$ cat config.mk
export PLATFORM = sky130hd
export DESIGN_NAME = decoder_3to8
export DESIGN_NICKNAME = d
export VERILOG_FILES = /design/src/rtl/decoder_3to8.sv
export SDC_FILE = /design/constraint.sdc
export NUM_CORES = 1
export LEC_CHECK = 0
export BUFFER_PORTS_ARGS = -buffer_cell sky130_fd_sc_hd__buf_2
export CORE_AREA = 3 3 40 42
export CTS_CLUSTER_DIAMETER = 100
export DETAILED_ROUTE_END_ITERATION = 10
export DIE_AREA = 0 0 43 45
export PLACE_DENSITY_LB_ADDON = 0.1
export RECOVER_POWER = 100
export SKIP_LAST_GASP = 1
export SYNTH_ARGS = -nofsm -noshare
export SYNTH_HDL_FRONTEND = slang
export SYNTH_SLANG_ARGS = --single-unit
$ cat constraint.sdc
create_clock -name clk -period 0.8 [get_ports clk]
set_input_delay 0.04 -clock clk [delete_from_list [all_inputs] [get_ports clk]]
set_output_delay 0.04 -clock clk [all_outputs]
set_load 0.005 [all_outputs]
$ cat src/rtl/decoder_3to8.sv
// Registered binary-to-one-hot decoder.
// A code on x selects bit y[x]; the result, a valid flag and an unknown-code
// flag are registered on clk and cleared asynchronously by rst_n.
module decoder_3to8 #(
    parameter int unsigned IN_W  = 3,
    parameter int unsigned OUT_W = 2 ** IN_W
) (
    input  logic             clk,
    input  logic             rst_n,
    input  logic             en,
    input  logic [IN_W-1:0]  x,
    output logic [OUT_W-1:0] y,
    output logic             valid,
    output logic             err
);

    // OUT_W is derived from IN_W; reject out-of-range or overridden widths.
    generate
        if (IN_W < 1 || IN_W > 6 || OUT_W != 2 ** IN_W) begin : g_bad_param
            $error("decoder_3to8: IN_W must be 1..6 and OUT_W must equal 2**IN_W");
        end
    endgenerate

    logic [OUT_W-1:0] y_d;
    logic             valid_d;
    logic             err_d;
    logic             hit;

    // Next-state decode. A code holding X/Z bits matches no k, so hit stays 0
    // and err is raised; with two-state logic hit is always 1 and err folds to 0.
    always_comb begin
        y_d = '0;
        hit = 1'b0;
        for (int k = 0; k < OUT_W; k++) begin
            if (x == IN_W'(k)) begin
                y_d[k] = 1'b1;
                hit    = 1'b1;
            end
        end
        if (!en) begin
            y_d     = '0;
            valid_d = 1'b0;
            err_d   = 1'b0;
        end else begin
            valid_d = hit;
            err_d   = !hit;
        end
    end

    // Output registers; reset clears everything without waiting for clk.
    always_ff @(posedge clk or negedge rst_n) begin
        if (!rst_n) begin
            y     <= '0;
            valid <= 1'b0;
            err   <= 1'b0;
        end else begin
            y     <= y_d;
            valid <= valid_d;
            err   <= err_d;
        end
    end

endmodule

# Word level (Yosys, flattened, before mapping)
# Index checks and enable logic that the tools add are counted.
totals:
  regBits: 10
  inputBits: 6
  output_inout_bits: 10
  wordCells: 30
classes:
  eq_ne: 7
  mux: 18
  reduce_logical: 2
op_table:
  columns: ["operator", "count"]
  rows:
  - ["1-bit two-way mux", 17]
  - ["3-bit equality test, second input constant", 4]
  - ["8-bit two-way mux", 1]
  - ["3-bit by 2-bit equality test with 1-bit output, second input constant", 2]
  - ["3-bit by 1-bit equality test with 1-bit output, second input constant", 1]
  - ["3-bit logical NOT", 1]
  - ["1-bit logical NOT", 1]

# Longest topological paths before layout
depth:
  word_depth: 11
  depth_mapped: 1
  depth_no_buf: 1

# Worst setup path after synthesis
# No wires, ideal clock.
synth_path:
  path_kind: "reg-to-output"
  startpoint: "reg err"
  endpoint: "out err"
  arrival_time_ns: 0.349
  required_ns: 0.760
  setup_slack_ns: 0.411
  path_stages_with_launch: 1
  path_buffers: 0
  cell_sequence: "dfrtp_1"
synth_lines:
  columns: ["element", "line_no", "rtl"]
  rows:
  - ["start: declaration", "14", "output logic err"]
  - ["start signal: assignment", "59", "err <= err_d;"]
# No word-level cell between the ends.

# Worst setup path after layout
layout_path:
  startpoint: "reg y[3]"
  endpoint: "out y[3]"
layout_lines:
  columns: ["element", "line_no", "rtl"]
  rows:
  - ["start: declaration", "12", "output logic [OUT_W-1:0] y,"]
  - ["start signal: assignment", "57", "y <= y_d;"]
# No word-level cell between the ends.

==> reports/qor.yml <==
power_and_ir_drop:
  power.switching_uw: 186.5
  comb_power_share_pct: 8.0
  peakVddDrop_v: 0.0007275
  clkPwrFrac_pct: 34.8
  p_leak_uw: 0.0002565
  p_total_uw: 915.2
  internal-power_uw: 728.7
  p_seq_share_pct: 57.2
  switching_share_pct: 20.38
  power_per_cell_area_nw_per_um2: 1925
sta:
  grt_setup_unrepaired: "true"
  setup_viol: 0
  finalMaxSlewViolations: 0
  tightest_slew_ps: 524.5
  period_needed_ps: 772.9
  tns_ps: 0
  finalHoldViolCount: 0
  clock.fmax_ghz: 1.294
  period_share_pct: 96.61
  relSlewSlack_pct: 65.03
yosys:
  yosysTopAreaCell: "dfrtp_1"
  synth_top_area_share_pct: 70.92
  yosysWarningCount: 0
  syn_inst: 20
  synth_area_per_cell_um2: 17.64
  synthTopCellsByArea: "dfrtp_1 71%, and4bb_2 7.1%, and4b_2 6.4%"
  seq_area_frac_synth_pct: 70.92
  synth.distinct_cells: 9
  synth.net_count: 26
  ys_ff_latch: 10
  synth_area_um2: 352.8
detailed_routing:
  drtIter0Drc: 1
  routedWlPerCell_um: 11.31
  wl_um: 611
  via_per_inst: 4.204
  first_pass_iters: 2
  ant_nets: 0
  vias: 227
  drc: 0
final_layout:
  nFillCells: 134
  nets: 47
  final_common_cell: "buf_2"
  diodes: 0
  drive_gt1_share_pct: 51.28
  multi_input_area_um2: 92.59
  register_area_um2: 250.2
  area_growth_pct: 34.75
  mostFrequentLayoutCells: "12 x buf_2, 10 x dfrtp_1, 3 x clkbuf_4, 3 x clkbuf_1"
  postLayoutCellArea_um2: 475.5
clock_network:
  cts_tree: "done"
  clock_sinks: 10
  cts_max_level: 1
  post-cts-setup-buffers: 0
  clkTransAtPathRegs_ps: 60
  root_buffer: "clkbuf_4"
  cts_buffers: 3
  cts_buffer_depth: 2
setup_path:
  critPathRequiredTime_ps: 760
  critPathMaxStageDelay_ps: 360
  crit_family: "flip-flops"
  arrival_ps: 730
  crit_type: "register to primary output"
  critical_path_buf_inv_count: 1
  crit_chain: "buf_2"
  crit_path_top_delay_cell: "dfrtp_1"
  start_kind: "register"
  path_max_fanout: 1
  end_kind: "primary output"
global_route:
  grt_max_degree: 11
  grt_pass1_wl_mm: 1.048
  grt_pass1_vias: 216
  overflow: 0
  grt_usage_pct: 7.848
  antenna_found_initial: 0
worst_hold_path:
  hold_path_class: "input port to register"
floorplanning:
  num_rows: 13
  start_util_pct: 27.46
  dieWidth_um: 43
  boundaryPins: 16
  core_um2: 1285
  die_h_um: 45
  fp.dieArea_um2: 1935
flow_run:
  drv_cap: 0
placement:
  io_buffers: 15
  gp_congestion: 0.6472
  place_area_um2: 442.9
status:
  status: "completed"
through the flow:
stage               worst slack [ps]  instances  hold slack [ps]  util (%)
global placement               256.0         49           -96.14     34.47
global route                  -13.37         54            34.40     37.00
detailed placement             249.9         49           -91.42     34.47
floorplan                      410.7         20           -255.6         -
finish                         27.11         54            22.27     37.00
CTS                            8.415         54            14.86     37.78
cells in the mapped netlist:
| library cell | number |
|---|---|
| and4b_2 | 2 |
| conb_1 | 1 |
| clkbuf_1 | 1 |
| and4_2 | 1 |
| and4b_1 | 1 |
| and4bb_1 | 1 |
| and4bb_2 | 2 |
| dfrtp_1 | 10 |
| nor4b_2 | 1 |
power by group through the flow:
| stage | Sequential [uW] | Clock, uW | Combinational (uW) |
|---|---|---|---|
| after global routing | 525 | 364 | 82.2 |
| after global placement | 533 | 0 | 69.3 |
| after CTS | 523 | 341 | 79.0 |
| after detailed placement | 533 | 0 | 71.7 |
| after floorplan | 537 | 0 | 17.2 |
| final | 524 | 319 | 73.0 |
registers in the layout (all words and copies together), names as in the netlist:
name	cells
err	1
valid	1
y	8
final timing paths:
path                           startpoint              to  slack (ps)  cells after the start
max in group asynchronous           rst_n  y[2]$_DFF_PN0_         180                      2
min in group asynchronous           rst_n  y[0]$_DFF_PN0_         270                      2
worst max-delay path       y[3]$_DFF_PN0_            y[3]          30                      1
worst min-delay path                 x[2]  y[0]$_DFF_PN0_          20                      2
area by class of cell:
type,instances,area share [%]
Timing Repair Buffer,17,19.21
Tap cell,15,3.947
Clock buffer,3,4.737
Sequential cell,10,52.63
Multi-Input combinational cell,9,19.47
logic make-up (layout without fill, tap and decap cells):
logic type / count (synthesis) / in the layout / synth area share (%)
buf+inv: 1 / 20 / 1.063
flops: 10 / 10 / 70.92
other cells: 1 / 1 / 1.063
simple gates: 8 / 8 / 26.95
routing by layer:
metal | wire (um) | track usage, % | vias up
met4 | 15 | 9.036 | 0
met2 | 264 | 9.880 | 13
met3 | 69 | 3.187 | 2
met5 | 0 | 0 | -
met1 | 261 | 9.273 | 99
li1 | - | - | 113
timing repair:
item / CTS / global route
hold buffers: 2 / 0
resized for setup: 0 / 0
endpoints found under the hold margin: 11 / 0
setup endpoints to repair: 0 / 6
No activity file was read; power rests on OpenSTA's default activity.
